$ cat src/rtl/otp_auth_pkg.sv
// Shared encodings and helpers for the one-time-password authentication controller.
package otp_auth_pkg;

  localparam logic [2:0] ST_IDLE     = 3'd0;
  localparam logic [2:0] ST_ENTRY    = 3'd1;
  localparam logic [2:0] ST_CHECK    = 3'd2;
  localparam logic [2:0] ST_UNLOCKED = 3'd3;
  localparam logic [2:0] ST_LOCKED   = 3'd4;
  localparam logic [2:0] ST_EXPIRED  = 3'd5;

  localparam logic [15:0] LFSR_SEED_DEF = 16'hACE1;

  // Taps for x^16+x^14+x^13+x^11+1 as bit indices of a left-shifting register.
  localparam int TAP_A = 15;
  localparam int TAP_B = 13;
  localparam int TAP_C = 12;
  localparam int TAP_D = 10;

  function automatic logic [3:0] fold_nibble(input logic [3:0] n);
    return (n > 4'd9) ? (n - 4'd10) : n;
  endfunction

  function automatic logic [15:0] fold_otp(input logic [15:0] v);
    return {fold_nibble(v[15:12]), fold_nibble(v[11:8]),
            fold_nibble(v[7:4]), fold_nibble(v[3:0])};
  endfunction

endpackage

$ cat src/rtl/otp_auth_ctrl_lfsr16.sv
// Free-running 16-bit Fibonacci LFSR feeding the OTP capture register.
module lfsr16
  import otp_auth_pkg::*;
#(
  parameter logic [15:0] SEED = LFSR_SEED_DEF
) (
  input  logic        clk,
  input  logic        rst,
  output logic [15:0] q
);

  logic [15:0] q_q;
  logic [15:0] q_d;
  logic        fb;

  assign fb  = q_q[TAP_A] ^ q_q[TAP_B] ^ q_q[TAP_C] ^ q_q[TAP_D];
  assign q_d = {q_q[14:0], fb};
  assign q   = q_q;

  // Shift register state, advancing every cycle out of reset.
  always_ff @(posedge clk or posedge rst) begin
    if (rst) begin
      q_q <= SEED;
    end else begin
      q_q <= q_d;
    end
  end

endmodule

$ cat src/rtl/otp_auth_ctrl.sv
// OTP authentication controller: session FSM, digit shifter, attempt counter,
// expiry timer and registered status outputs for the BCD display stage.
module otp_auth_ctrl
  import otp_auth_pkg::*;
#(
  parameter int          EXPIRE_CYCLES = 1000,
  parameter int          MAX_ATT       = 3,
  parameter logic [15:0] LFSR_SEED     = LFSR_SEED_DEF
) (
  input  logic        clk,
  input  logic        rst,
  input  logic        gen,
  input  logic        digit_valid,
  input  logic [3:0]  digit,
  input  logic        enter,
  output logic [15:0] lfsr_otp,
  output logic [15:0] user_otp,
  output logic        unlock,
  output logic        lock,
  output logic        expire,
  output logic [1:0]  wrng_att
);

  localparam int            TW         = (EXPIRE_CYCLES > 2) ? $clog2(EXPIRE_CYCLES) : 1;
  localparam logic [TW-1:0] TIMER_LOAD = TW'(EXPIRE_CYCLES - 1);
  localparam logic [2:0]    MAX_ATT_W  = 3'(MAX_ATT);

  logic [15:0]   lfsr_s;
  logic [2:0]    state_q, state_d;
  logic [15:0]   otp_q, otp_d;
  logic [15:0]   user_q, user_d;
  logic [2:0]    cnt_q, cnt_d;
  logic [1:0]    att_q, att_d;
  logic [TW-1:0] timer_q, timer_d;
  logic          unlock_q, lock_q, expire_q;
  logic          start_s, clr_att_s;
  logic [TW-1:0] timer_dec_s;
  logic [2:0]    att_inc_s;

  lfsr16 #(.SEED(LFSR_SEED)) u_lfsr (
    .clk (clk),
    .rst (rst),
    .q   (lfsr_s)
  );

  // The timer saturates at zero so expiry seen from CHECK lands on the next ENTRY cycle.
  assign timer_dec_s = (timer_q != {TW{1'b0}}) ? (timer_q - {{(TW-1){1'b0}}, 1'b1}) : timer_q;
  assign att_inc_s   = {1'b0, att_q} + 3'd1;

  // Next-state logic for the session FSM and its datapath registers.
  always_comb begin
    state_d   = state_q;
    otp_d     = otp_q;
    user_d    = user_q;
    cnt_d     = cnt_q;
    att_d     = att_q;
    timer_d   = timer_q;
    start_s   = 1'b0;
    clr_att_s = 1'b0;
    case (state_q)
      ST_IDLE, ST_UNLOCKED, ST_EXPIRED: begin
        if (gen) begin
          start_s   = 1'b1;
          clr_att_s = 1'b1;
        end else begin
          state_d = state_q;
        end
      end
      ST_ENTRY: begin
        if (timer_q == {TW{1'b0}}) begin
          state_d = ST_EXPIRED;
        end else begin
          timer_d = timer_dec_s;
          if (gen) begin
            start_s = 1'b1;
          end else if (enter) begin
            if (cnt_q == 3'd4) begin
              state_d = ST_CHECK;
            end else begin
              state_d = ST_ENTRY;
            end
          end else if (digit_valid && (digit <= 4'd9) && (cnt_q < 3'd4)) begin
            user_d = {user_q[11:0], digit};
            cnt_d  = cnt_q + 3'd1;
          end else begin
            state_d = ST_ENTRY;
          end
        end
      end
      ST_CHECK: begin
        timer_d = timer_dec_s;
        if (user_q == otp_q) begin
          state_d = ST_UNLOCKED;
        end else if (att_inc_s == MAX_ATT_W) begin
          state_d = ST_LOCKED;
        end else begin
          att_d   = att_inc_s[1:0];
          user_d  = 16'h0000;
          cnt_d   = 3'd0;
          state_d = ST_ENTRY;
        end
      end
      ST_LOCKED: begin
        state_d = ST_LOCKED;
      end
      default: begin
        state_d = ST_IDLE;
      end
    endcase

    if (start_s) begin
      otp_d   = fold_otp(lfsr_s);
      timer_d = TIMER_LOAD;
      user_d  = 16'h0000;
      cnt_d   = 3'd0;
      state_d = ST_ENTRY;
    end else begin
      otp_d = otp_d;
    end

    if (clr_att_s) begin
      att_d = 2'd0;
    end else begin
      att_d = att_d;
    end
  end

  // State, datapath and flag registers; flags follow the state being entered.
  always_ff @(posedge clk or posedge rst) begin
    if (rst) begin
      state_q  <= ST_IDLE;
      otp_q    <= 16'h0000;
      user_q   <= 16'h0000;
      cnt_q    <= 3'd0;
      att_q    <= 2'd0;
      timer_q  <= {TW{1'b0}};
      unlock_q <= 1'b0;
      lock_q   <= 1'b0;
      expire_q <= 1'b0;
    end else begin
      state_q  <= state_d;
      otp_q    <= otp_d;
      user_q   <= user_d;
      cnt_q    <= cnt_d;
      att_q    <= att_d;
      timer_q  <= timer_d;
      unlock_q <= (state_d == ST_UNLOCKED);
      lock_q   <= (state_d == ST_LOCKED);
      expire_q <= (state_d == ST_EXPIRED);
    end
  end

  assign lfsr_otp = otp_q;
  assign user_otp = user_q;
  assign unlock   = unlock_q;
  assign lock     = lock_q;
  assign expire   = expire_q;
  assign wrng_att = att_q;

endmodule

$ cat config.mk
export PLATFORM = sky130hd
export DESIGN_NAME = otp_auth_ctrl
export DESIGN_NICKNAME = d
export VERILOG_FILES = /design/src/rtl/otp_auth_pkg.sv /design/src/rtl/otp_auth_ctrl_lfsr16.sv /design/src/rtl/otp_auth_ctrl.sv
export SDC_FILE = /design/constraint.sdc
export NUM_CORES = 1
export LEC_CHECK = 0
export ABC_AREA = 1
export CAP_MARGIN = 20
export CELL_PAD_IN_SITES_DETAIL_PLACEMENT = 0
export CELL_PAD_IN_SITES_GLOBAL_PLACEMENT = 2
export CORE_ASPECT_RATIO = 1.4
export CORE_MARGIN = 1.5
export CORE_UTILIZATION = 36
export CTS_CLUSTER_SIZE = 30
export DETAILED_ROUTE_END_ITERATION = 7
export GPL_TIMING_DRIVEN = 1
export PLACE_DENSITY_LB_ADDON = 0.1
export REMOVE_ABC_BUFFERS = 1
export SLEW_MARGIN = 10
export SYNTH_ARGS = -nofsm -noshare
export SYNTH_HDL_FRONTEND = slang
export SYNTH_SLANG_ARGS = --single-unit
export TNS_END_PERCENT = 50
$ cat constraint.sdc
create_clock -name clk -period 7.3 [get_ports clk]
set_input_delay 2.19 -clock clk [delete_from_list [all_inputs] [get_ports clk]]
set_output_delay 2.19 -clock clk [all_outputs]
set_load 0.03 [all_outputs]
# Word level (Yosys, flattened, before mapping)
# Index checks and enable logic that the tools add are counted.
# classes
order_cmp,6
bitwise_logic,3
n_addsub,7
n_mux,41
eq_ne,19
reduce_logical,11
# ops
operator,n
$mux W16,7
$mux W3,14
$pmux W16 S2,1
$mux W10,3
$pmux W10 S2,1
$ne A3 B3 Y1 const B,6
$eq A16 B16 Y1,1
$gt A4 B4 Y1 const B,4
$mux W4,4
$sub A4 B4 Y4 const B,4
$eq A3 B3 Y1 const B,5
$eq A3 B2 Y1 const B,4
$pmux W3 S4,1
$logic_not A10 Y1,1
$mux W2,5
$reduce_bool A10 Y1,1
$sub A10 B1 Y10 const B,1
$reduce_and A7 Y1,1
$pmux W3 S2,1
$le A4 B4 Y1 const B,1
$ne A2 B2 Y1 const B,2
$add A2 B1 Y3 const B,1
$add A3 B1 Y3 const B,1
$eq A3 B1 Y1 const B,1
11 further kinds,16
# word_totals
out_inout_bits,37
ff_bits,69
input_bits,9

# Logic depth before layout (Yosys ltp)
# Gate-level depths: netlist of run 1.
# depth
word_depth,10
ltp_mapped,13
depth_no_buf,12

# By module
# From an unflattened synthesis of run 1, not the netlist that was laid out.
# hier_totals
cells_unflattened,477
area_unflattened_um2,3731.1
# modules_own_cells
module,seq_area_each_um2,area_each_um2,cells_each,instances
otp_auth_ctrl,1326.3,3253.1,445,1
lfsr16,410.4,478.0,32,1

# Worst setup path before layout of run 1
# Ideal clock, no wire load.
# synth_timing
path_kind,input to register
startpoint,in digit[1]
endpoint,"reg user_q[10], in the netlist user_otp[10]"
setup_ns,0.118
path_slack_ns,4.095
arrival_ns,3.087
stages,9
cell_sequence,o21ai_0 -> nand4_1 -> a21oi_1 -> nand2_1 -> nand2_4 -> nand2_4 -> buf_4 -> nand2_1 -> nand2_1
# synth_between
elab_chain_len,5
# synth_lines
element,line,source
"start, declared",otp_auth_ctrl.sv:14,"input logic [3:0] digit,"
$le A4 B4 Y1,otp_auth_ctrl.sv:82,end else if (digit_valid && (digit <= 4'd9) && (cnt_q < 3'd4)) begin
$logic_and A1 B1 Y1 (2 in a row),otp_auth_ctrl.sv:82,
$ne A3 B3 Y1 (no source line),--,
$reduce_and A7 Y1 (no source line),--,
"end signal, assigned",otp_auth_ctrl.sv:143,user_q <= user_d;
"end, declared",otp_auth_ctrl.sv:31,"logic [15:0] user_q, user_d;"
# Every way passes these cells.
# A chain may end at the register's enable or synchronous reset.

# Final worst setup path of run 1
# layout_timing
startpoint,in digit[1]
endpoint,"reg user_q[3], in the netlist user_otp[3]"
# The elaborated chain is that of the path after synthesis.

==> impl_metrics.ini, run 1 <==
[run_status]
status = finished clean

[worst_hold_path]
hold_path.class = register to register

[flow_run]
maxCapViolations = 0

[timing]
finalSetupViolCount = 0
worst_pin_slew_ps = 902.6
layout_min_cycle_time_ps = 3736
period_share_pct = 51.17
fmax_mhz = 267.7
setup_ws_ps = 3564
rsz0062_at_grt = false
fin_skew_ps = 7.013
maxSlewViolCount = 0
finalHoldViolations = 0
setup_tns_ps = 0
max-slew-margin-rel_pct = 39.82

[finish]
antenna_cells = 0
final_util_pct = 45.37
syn_to_final_growth_pct = 21.41
multiInputGateArea_um2 = 1669
final_cell_mix = nand2_1 (133), dfrtp_1 (61), inv_1 (47)
fillCellCount = 1051
final_nets = 518
layout.cells.non_filler = 641
final_common_cell = nand2_1
stdcell_area_um2 = 4541
seq_area_um2 = 1737
drive_gt1_share_pct = 15.22

[logic_synthesis]
ys_ff_latch = 69
ys_seq_area_share_pct = 46.44
synth_area_um2 = 3740
yosysWarnings = 0
avgSynthCellArea_um2 = 8.201
ys_types = 38
synthCells = 456

[critical_path]
worst_path_max_delay_cell = clkdlybuf4s50_1
crit_family = simple AND/OR/NAND/NOR gates
critPathLaunchType = input pin
criticalPathCategory = input pin to register
required_ps = 7520
critPathMaxFanout = 20
critPathMostFrequentCell = nand2_1
arrival_ps = 3950
slowest_delay_ps = 410
cp-end-kind = register
cp_cell_sequence = clkdlybuf4s50_1 > o21ai_0 > nand4_1 > a21oi_1 > nand2_1 > nand2_4 > nand2_4 > nand2_1 > nand2_1
path_buf_inv = 1

[detailed_routing]
wl_per_cell_um = 13.62
ant_nets = 0
drtIter0Drc = 83
drc = 0
viasPerCell = 4.691
drt_pass1_iterations = 4
vias = 3007
wirelength_um = 8730

[clock_tree]
cts_hold_buf = 0
path_clk_slew_ps = 50
ctsResizeCount = 0
cts-root-buf = clkbuf_16
cts_tree = done
cts_max_level = 3
cts_buffer_depth = 2
cts_inserted_buffers = 9
clkLatencyLatePin_ps = 330
clock-sinks = 69
post_cts_buffers = 0

[placement]
dpl_cell_area_um2 = 4258
hpwl_um = 6120
gp_congestion = 0.7800
portBuffers = 45
dp_worst_setup_slack_ps = 3142
placed_cells = 625

[grt]
antenna_found_initial = 0
grt_max_degree = 70
track_usage_pct = 17.58
grt_pass1_wl_um = 14540
grt_pass1_vias = 2986
grt_overflow = 0

[floorplanning]
die_w_um = 89.14
fp-row-count = 43
die_h_um = 123.6
boundaryPins = 46
die_area_um2 = 11020
start_util_pct = 37.37
coreArea_um2 = 10010

[power_and_ir_drop]
p_per_area_nw_per_um2 = 307.4
ir_drop_mv = 0.1292
power.internal_w = 0.0008653
power_frac_seq_pct = 35.9
leakagePower_nw = 2.070
pwr-share-comb_pct = 34.6
swShare_pct = 38.01
p_clk_share_pct = 29.5
p_sw_w = 0.0005306
-- worst paths after layout --
path / startpoint / end / slack [ps] / depth (start not counted)
min in group asynchronous: rst / timer_q[2]$_DFFE_PP0P_ / 2450 / 3
max: digit[1] / user_otp[3]$_DFFE_PP0P_ / 3560 / 9
max in group asynchronous: rst / lfsr_otp[9]$_DFFE_PP0P_ / 4250 / 3
min: u_lfsr.q[4]$_DFF_PP0_ / u_lfsr.q[5]$_DFF_PP1_ / 380 / 0
max reg2reg: timer_q[0]$_DFFE_PP0P_ / unlock$_DFF_PP0_ / 5030 / 9
min reg2reg: u_lfsr.q[4]$_DFF_PP0_ / u_lfsr.q[5]$_DFF_PP1_ / 380 / 0
-- synth_stat cells --
| cell | instances | area (um^2) |
|---|---|---|
| nor3_2 | 1 | 10.01 |
| inv_1 | 48 | 180.2 |
| o21bai_1 | 1 | 7.510 |
| o21ai_4 | 1 | 16.27 |
| nand3_1 | 27 | 135.1 |
| buf_6 | 6 | 67.56 |
| inv_2 | 12 | 45.04 |
| a21boi_0 | 1 | 7.510 |
| nand3b_4 | 1 | 20.02 |
| clkbuf_1 | 1 | 3.750 |
| o211ai_1 | 5 | 37.54 |
| nand2_1 | 133 | 499.2 |
| and2_1 | 1 | 6.260 |
| ha_1 | 8 | 100.1 |
| nor3_1 | 3 | 15.01 |
| nor3_4 | 1 | 16.27 |
| nand3b_1 | 5 | 37.54 |
| a22oi_1 | 1 | 7.510 |
| buf_8 | 1 | 15.01 |
| nor2_4 | 1 | 11.26 |
| dfstp_2 | 8 | 210.2 |
| o21ai_1 | 3 | 15.01 |
| nand3_2 | 11 | 110.1 |
| nand4_1 | 2 | 12.51 |
| nand3_4 | 2 | 35.03 |
| buf_2 | 3 | 15.01 |
| nand2_2 | 4 | 25.02 |
| a21oi_1 | 7 | 35.03 |
| o21ai_0 | 27 | 135.1 |
| dfrtp_1 | 61 | 1526 |
| buf_4 | 1 | 7.510 |
| or2_2 | 1 | 6.260 |
| nand2_4 | 4 | 45.04 |
| nor2_1 | 38 | 142.6 |
| xnor2_1 | 4 | 35.03 |
| a31oi_1 | 4 | 25.02 |
| nor2_2 | 15 | 93.84 |
| xor2_1 | 3 | 26.28 |
-- sequential cells by signal (all words and copies together) (netlist names) --
register	flops
state_q	3
lock	1
user_otp	16
u_lfsr.q	16
cnt_q	3
wrng_att	2
timer_q	10
expire	1
lfsr_otp	16
unlock	1
-- area by class of cell --
type | count | area share [%]
clock buffers | 15 | 6.117
clock inverters | 1 | 0.1102
inverters | 60 | 4.960
multi-input cells | 315 | 36.76
flip-flops and latches | 69 | 38.25
well taps | 135 | 3.720
repair buffers | 46 | 10.09
-- metal layers --
metal  vias up  part of all wire, %  track usage [%]  wire length [um]
li1       1529                    -                -                 -
met1      1434                   44            21.20              3837
met2        37                   52            30.73              4544
met3         7                  2.8            3.844               243
met4         0                  1.2            5.769               104
met5         -                    0                0                 0
-- power groups by stage --
stage / combinational [W] / clock [W] / sequential [W]
after CTS: 0.000495 / 0.000424 / 0.000501
after global placement: 0.000491 / 0 / 0.000508
after detailed placement: 0.000492 / 0 / 0.000507
final: 0.000483 / 0.000411 / 0.000501
after floorplan: 0.000281 / 0 / 0.000553
after global routing: 0.000545 / 0.000440 / 0.000510
-- cell families (layout without fill, tap and decap cells) --
group                      after synthesis  count (layout)  share of synthesized area (%)
xor gates and xnor gates                 7               7                          1.639
buffers and inverters                   72             122                          8.932
DFF                                     69              69                          46.44
adders and majority gates                8               8                          2.677
AOI/OAI and AO/OA                       50              50                          7.662
and+or+nand+nor                        250             250                          32.65
-- per-stage QoR --
stage | hold WS (ps) | total power, W
6_report | 379.6 | 0.001396
5_1_grt | 389.4 | 0.001495
4_1_cts | 383.9 | 0.001421
3_5_place_dp | 364.1 | 0.0009993
3_3_place_gp | 369.8 | 0.0009986
2_1_floorplan | 354.0 | 0.0008338
(Power assumes the default switching activity.)
==> run 2: changes to the inputs <==
- CORE_UTILIZATION: 36 -> 33
- clock period: 7.3 -> 3.8 ns (I/O delays scaled with it)
==> run 2 against run 1 <==
  * Clock skew about the same
  * Combinational power rose by 94%
  * Clock power up 99%
  * Utilization decreased by 3.4 points
  * Power rose by 95%
  * Register-to-register slack worse by 3600 ps
  * Flip-flop and latch count did not move
  * Global-route usage fell by 0.87 points
  * Largest cell class unchanged
==> impl_metrics.ini, run 2 (same netlist as run 1, synthesis figures left out) <==
[grt]
grt_overflow = 0
grt_max_degree = 43
grt_pass1_vias = 3156
grt_pass1_wl_um = 15410
track_usage_pct = 16.71
antenna_found_initial = 0

[detailed_routing]
drc = 0
drt_pass1_iterations = 4
drtIter0Drc = 120
wl_per_cell_um = 14.05
ant_nets = 0
viasPerCell = 4.641
vias = 3012
wirelength_um = 9120

[critical_path]
required_ps = 4020
r2r_start = timer_q[0]$_DFFE_PP0P_
crit_start = digit[1]
rr_worst_depth = 11
cp-end-kind = register
critPathLaunchType = input pin
critPathMaxFanout = 20
criticalPathCategory = input pin to register
arrival_ps = 2930
rr_endpoint = user_otp[2]$_DFFE_PP0P_
endpoint = user_otp[2]$_DFFE_PP0P_
reg2reg_setup_slack_ps = 1460

[timing]
finalSetupViolCount = 0
finalHoldViolations = 0
worst_pin_slew_ps = 640.9
rsz0062_at_grt = false
maxSlewViolCount = 0
max-slew-margin-rel_pct = 57.21
period_share_pct = 71.32
setup_tns_ps = 0
layout_min_cycle_time_ps = 2710
fin_skew_ps = 7.153
fmax_mhz = 369.0

[finish]
layout.cells.non_filler = 649
drive_gt1_share_pct = 15.75
final_common_cell = nand2_1
syn_to_final_growth_pct = 22.62
antenna_cells = 0
final_cell_mix = nand2_1 (133), dfrtp_1 (61), inv_1 (47)
fillCellCount = 1130
final_nets = 520

[floorplanning]
die_w_um = 92.97
boundaryPins = 46
fp-row-count = 45
die_h_um = 129.0
die_area_um2 = 11990
start_util_pct = 34.24
coreArea_um2 = 10920

[clock_tree]
clock-sinks = 69
cts_hold_buf = 0
post_cts_buffers = 0
cts_buffer_depth = 2
path_clk_slew_ps = 50
cts_max_level = 3
ctsResizeCount = 0
cts-root-buf = clkbuf_16
cts_inserted_buffers = 9
clkLatencyLatePin_ps = 330
cts_tree = done

[power_and_ir_drop]
ir_drop_mv = 0.2601
p_per_area_nw_per_um2 = 592.6
leakagePower_nw = 2.090

[placement]
gp_congestion = 0.7386
placed_cells = 633
hpwl_um = 6493
portBuffers = 45

[run_status]
status = finished clean

[flow_run]
maxCapViolations = 0

[worst_hold_path]
hold_path.class = register to register
[run 2: cell types whose count changed in the layout (fill, tap and decap cells not counted)]
cell	before	now
clkbuf_8	3	4
clkbuf_1	3	2
buf_4	1	2
buf_12	0	1
[run 2: worst min path at each step]
stage                                from               endpoint  slack, ps  cells past startpoint
floorplan           u_lfsr.q[8]$_DFF_PP0_  u_lfsr.q[9]$_DFF_PP0_        350                      0
global placement    u_lfsr.q[6]$_DFF_PP1_  u_lfsr.q[7]$_DFF_PP1_        370                      0
detailed placement  u_lfsr.q[6]$_DFF_PP1_  u_lfsr.q[7]$_DFF_PP1_        380                      0
CTS                 u_lfsr.q[6]$_DFF_PP1_  u_lfsr.q[7]$_DFF_PP1_        390                      0
global route        u_lfsr.q[6]$_DFF_PP1_  u_lfsr.q[7]$_DFF_PP1_        390                      0
finish              u_lfsr.q[6]$_DFF_PP1_  u_lfsr.q[7]$_DFF_PP1_        390                      0
[run 2: worst max-delay path, cell delays in order]
cell and delay, ps:
clkdlybuf4s50_1 420, o21ai_0 270, nand4_1 160, a21oi_1 150
nand2_1 100, nand2_4 270, nand2_4 230, nand2_1 110
nand2_1 50
[run 2: area by class of cell]
cell class                      instances  area (um^2)  area share (%)
Sequential cell                        69         1737           37.87
Multi-Input combinational cell        315         1669           36.40
Timing Repair Buffer                   48        485.5           10.59
Clock buffer                           15        287.8           6.276
Inverter                               60        225.2           4.911
Tap cell                              141        176.4           3.847
Clock inverter                          1        5.005          0.1091
[run 2: report_power, final]
| part | total (W) | leakage (nW) | internal [W] | switching [W] |
|---|---|---|---|---|
| Clock | 0.000817 | 0.146 | 0.000513 | 0.000305 |
| Combinational | 0.000938 | 1.06 | 0.000329 | 0.000609 |
| Sequential | 0.000962 | 0.886 | 0.000842 | 0.000120 |
| Total | 0.00272 | 2.09 | 0.00168 | 0.00103 |
[run 2: through the flow]
step	instance area (um^2)	utilization (%)	total power [W]	worst slack [ps]	hold slack, ps
6_report	4586	41.98	0.002718	1090	386.6
5_1_grt	4586	41.98	0.002891	883.5	392.5
4_1_cts	4586	41.98	0.002757	1038	386.7
3_5_place_dp	4293	39.30	0.001931	700.3	378.6
3_3_place_gp	4293	39.30	0.001929	702.4	374.4
2_1_floorplan	3631	-	0.001602	933.4	354.0
[run 2: layer usage]
layer  track usage [%]  part of all wire, %
met4             7.754                  2.3
met5                 0                    0
met1             19.89                   45
met3             2.009                  2.0
met2             29.76                   51
==> run 3: changes to the inputs <==
- clock period: 3.8 -> 2.8 ns (I/O delays scaled with it)
==> run 3 against run 2 <==
  * Sequential power rose by 35%
  * Design area grew 0.76%
  * Via count is 0.63% lower
  * Die area unchanged
  * Critical path depth fell by 8
  * Largest cell class unchanged
  * Register-to-register slack got worse by 730 ps
  * Worst hold slack worse by 13 ps
==> impl_metrics.ini, run 3 (same netlist as run 1, synthesis figures left out) <==
[run_status]
status = finished clean

[critical_path]
r2r_start = timer_q[0]$_DFFE_PP0P_
worst_path_max_delay_cell = clkdlybuf4s50_1
cp-end-kind = output port
criticalPathCategory = register to output port
cp_cell_sequence = clkdlybuf4s50_1
rr_worst_depth = 10
arrival_ps = 1470
crit_cells = 1
path_buf_inv = 1
critPathLaunchType = register
critPathMaxFanout = 4
required_ps = 1960
slowest_delay_ps = 710
rr_endpoint = unlock$_DFF_PP0_
crit_family = buffers and inverters
reg2reg_setup_slack_ps = 730

[clock_tree]
cts_hold_buf = 0
cts_inserted_buffers = 9
clock-sinks = 69
post_cts_buffers = 0
clkLatencyLatePin_ps = 330
ctsResizeCount = 0
path_clk_slew_ps = 50
cts_max_level = 3
cts-root-buf = clkbuf_16
cts_tree = done
cts_buffer_depth = 2

[detailed_routing]
vias = 2993
viasPerCell = 4.590
drt_pass1_iterations = 4
wirelength_um = 9085
drc = 0
wl_per_cell_um = 13.93
ant_nets = 0
drtIter0Drc = 78

[worst_hold_path]
hold_depth = 0
hold_path_end = u_lfsr.q[9]$_DFF_PP0_
hold_path.class = register to register
min_from = u_lfsr.q[8]$_DFF_PP0_

[floorplanning]
coreArea_um2 = 10920
start_util_pct = 34.24
die_w_um = 92.97
fp-row-count = 45
die_area_um2 = 11990
boundaryPins = 46
die_h_um = 129.0

[flow_run]
maxCapViolations = 0

[timing]
finalSetupViolCount = 0
rsz0062_at_grt = false
finalHoldViolations = 0
setup_tns_ps = 0
maxSlewViolCount = 0
fmax_mhz = 433.0
period_share_pct = 82.47
layout_min_cycle_time_ps = 2309
max-slew-margin-rel_pct = 73.47
holdWs_ps = 373.5
worst_pin_slew_ps = 397.9
fin_skew_ps = 4.734

[grt]
grt_overflow = 0
track_usage_pct = 16.82
grt_pass1_wl_um = 15300
antenna_found_initial = 0
grt_pass1_vias = 3031
grt_max_degree = 70

[power_and_ir_drop]
p_per_area_nw_per_um2 = 806.3
leakagePower_nw = 2.112
swShare_pct = 37.90
ir_drop_mv = 0.3631
p_sw_w = 0.001412
power.internal_w = 0.002314
power_frac_seq_pct = 35.0
p_total_w = 0.003726
p_clk_share_pct = 30.2
pwr-share-comb_pct = 34.9

[finish]
final_util_pct = 42.30
final_nets = 523
final_cell_mix = nand2_1 (133), dfrtp_1 (61), inv_1 (47)
drive_gt1_share_pct = 16.44
fillCellCount = 1130
seq_area_um2 = 1737
multiInputGateArea_um2 = 1669
final_common_cell = nand2_1
syn_to_final_growth_pct = 23.55
antenna_cells = 0

[placement]
gp_congestion = 0.7454
portBuffers = 45
hpwl_um = 6519
==> run 3: changes by cell type in the layout (fill, tap and decap cells not counted), sizes merged <==
cell,previous run,this run
clkinv,1,4
bufinv,0,1
clkbuf,15,11
buf,3,6
==> run 3: layout make-up <==
cell class / instances / area share, %
Inverter: 60 / 4.874
Multi-Input combinational cell: 315 / 36.12
Tap cell: 141 / 3.818
Clock inverter: 5 / 1.083
Timing Repair Buffer: 51 / 11.26
Sequential cell: 69 / 37.58
Clock buffer: 11 / 5.253
==> run 3: routing by layer <==
metal | wire length [um] | global-route usage (%) | part of all wire [%] | vias to the layer above
met4 | 154 | 6.684 | 1.7 | 0
li1 | - | - | - | 1541
met5 | 0 | 0 | 0 | -
met3 | 266 | 3.428 | 2.9 | 8
met2 | 4617 | 29.54 | 51 | 36
met1 | 4047 | 19.96 | 45 | 1408
==> run 3: stage by stage <==
| step | std cells | area (um^2) | setup slack, ps |
|---|---|---|---|
| after global placement | 636 | 4328 | 305.8 |
| after CTS | 652 | 4621 | 466.0 |
| after floorplan | 444 | 3631 | 233.4 |
| after global routing | 652 | 4621 | 336.3 |
| after detailed placement | 636 | 4328 | 270.7 |
| final | 652 | 4621 | 490.7 |
==> run 3: power by group through the flow <==
stage	logic [W]	registers [W]	clock network (W)
after floorplan	0.000732	0.00144	0
after global placement	0.00131	0.00133	0
after detailed placement	0.00132	0.00132	0
after CTS	0.00132	0.00131	0.00117
after global routing	0.00145	0.00133	0.00120
final	0.00130	0.00130	0.00112
==> run 3: worst max path at each step <==
stage | from | to | slack, ps
floorplan | rst | cnt_q[0]$_DFFE_PP0P_ | 230
detailed placement | digit[2] | user_otp[1]$_DFFE_PP0P_ | 270
global placement | gen | user_otp[13]$_DFFE_PP0P_ | 310
global route | digit[2] | user_otp[4]$_DFFE_PP0P_ | 340
finish | user_otp[7]$_DFFE_PP0P_ | user_otp[7] | 490
CTS | user_otp[15]$_DFFE_PP0P_ | user_otp[15] | 470
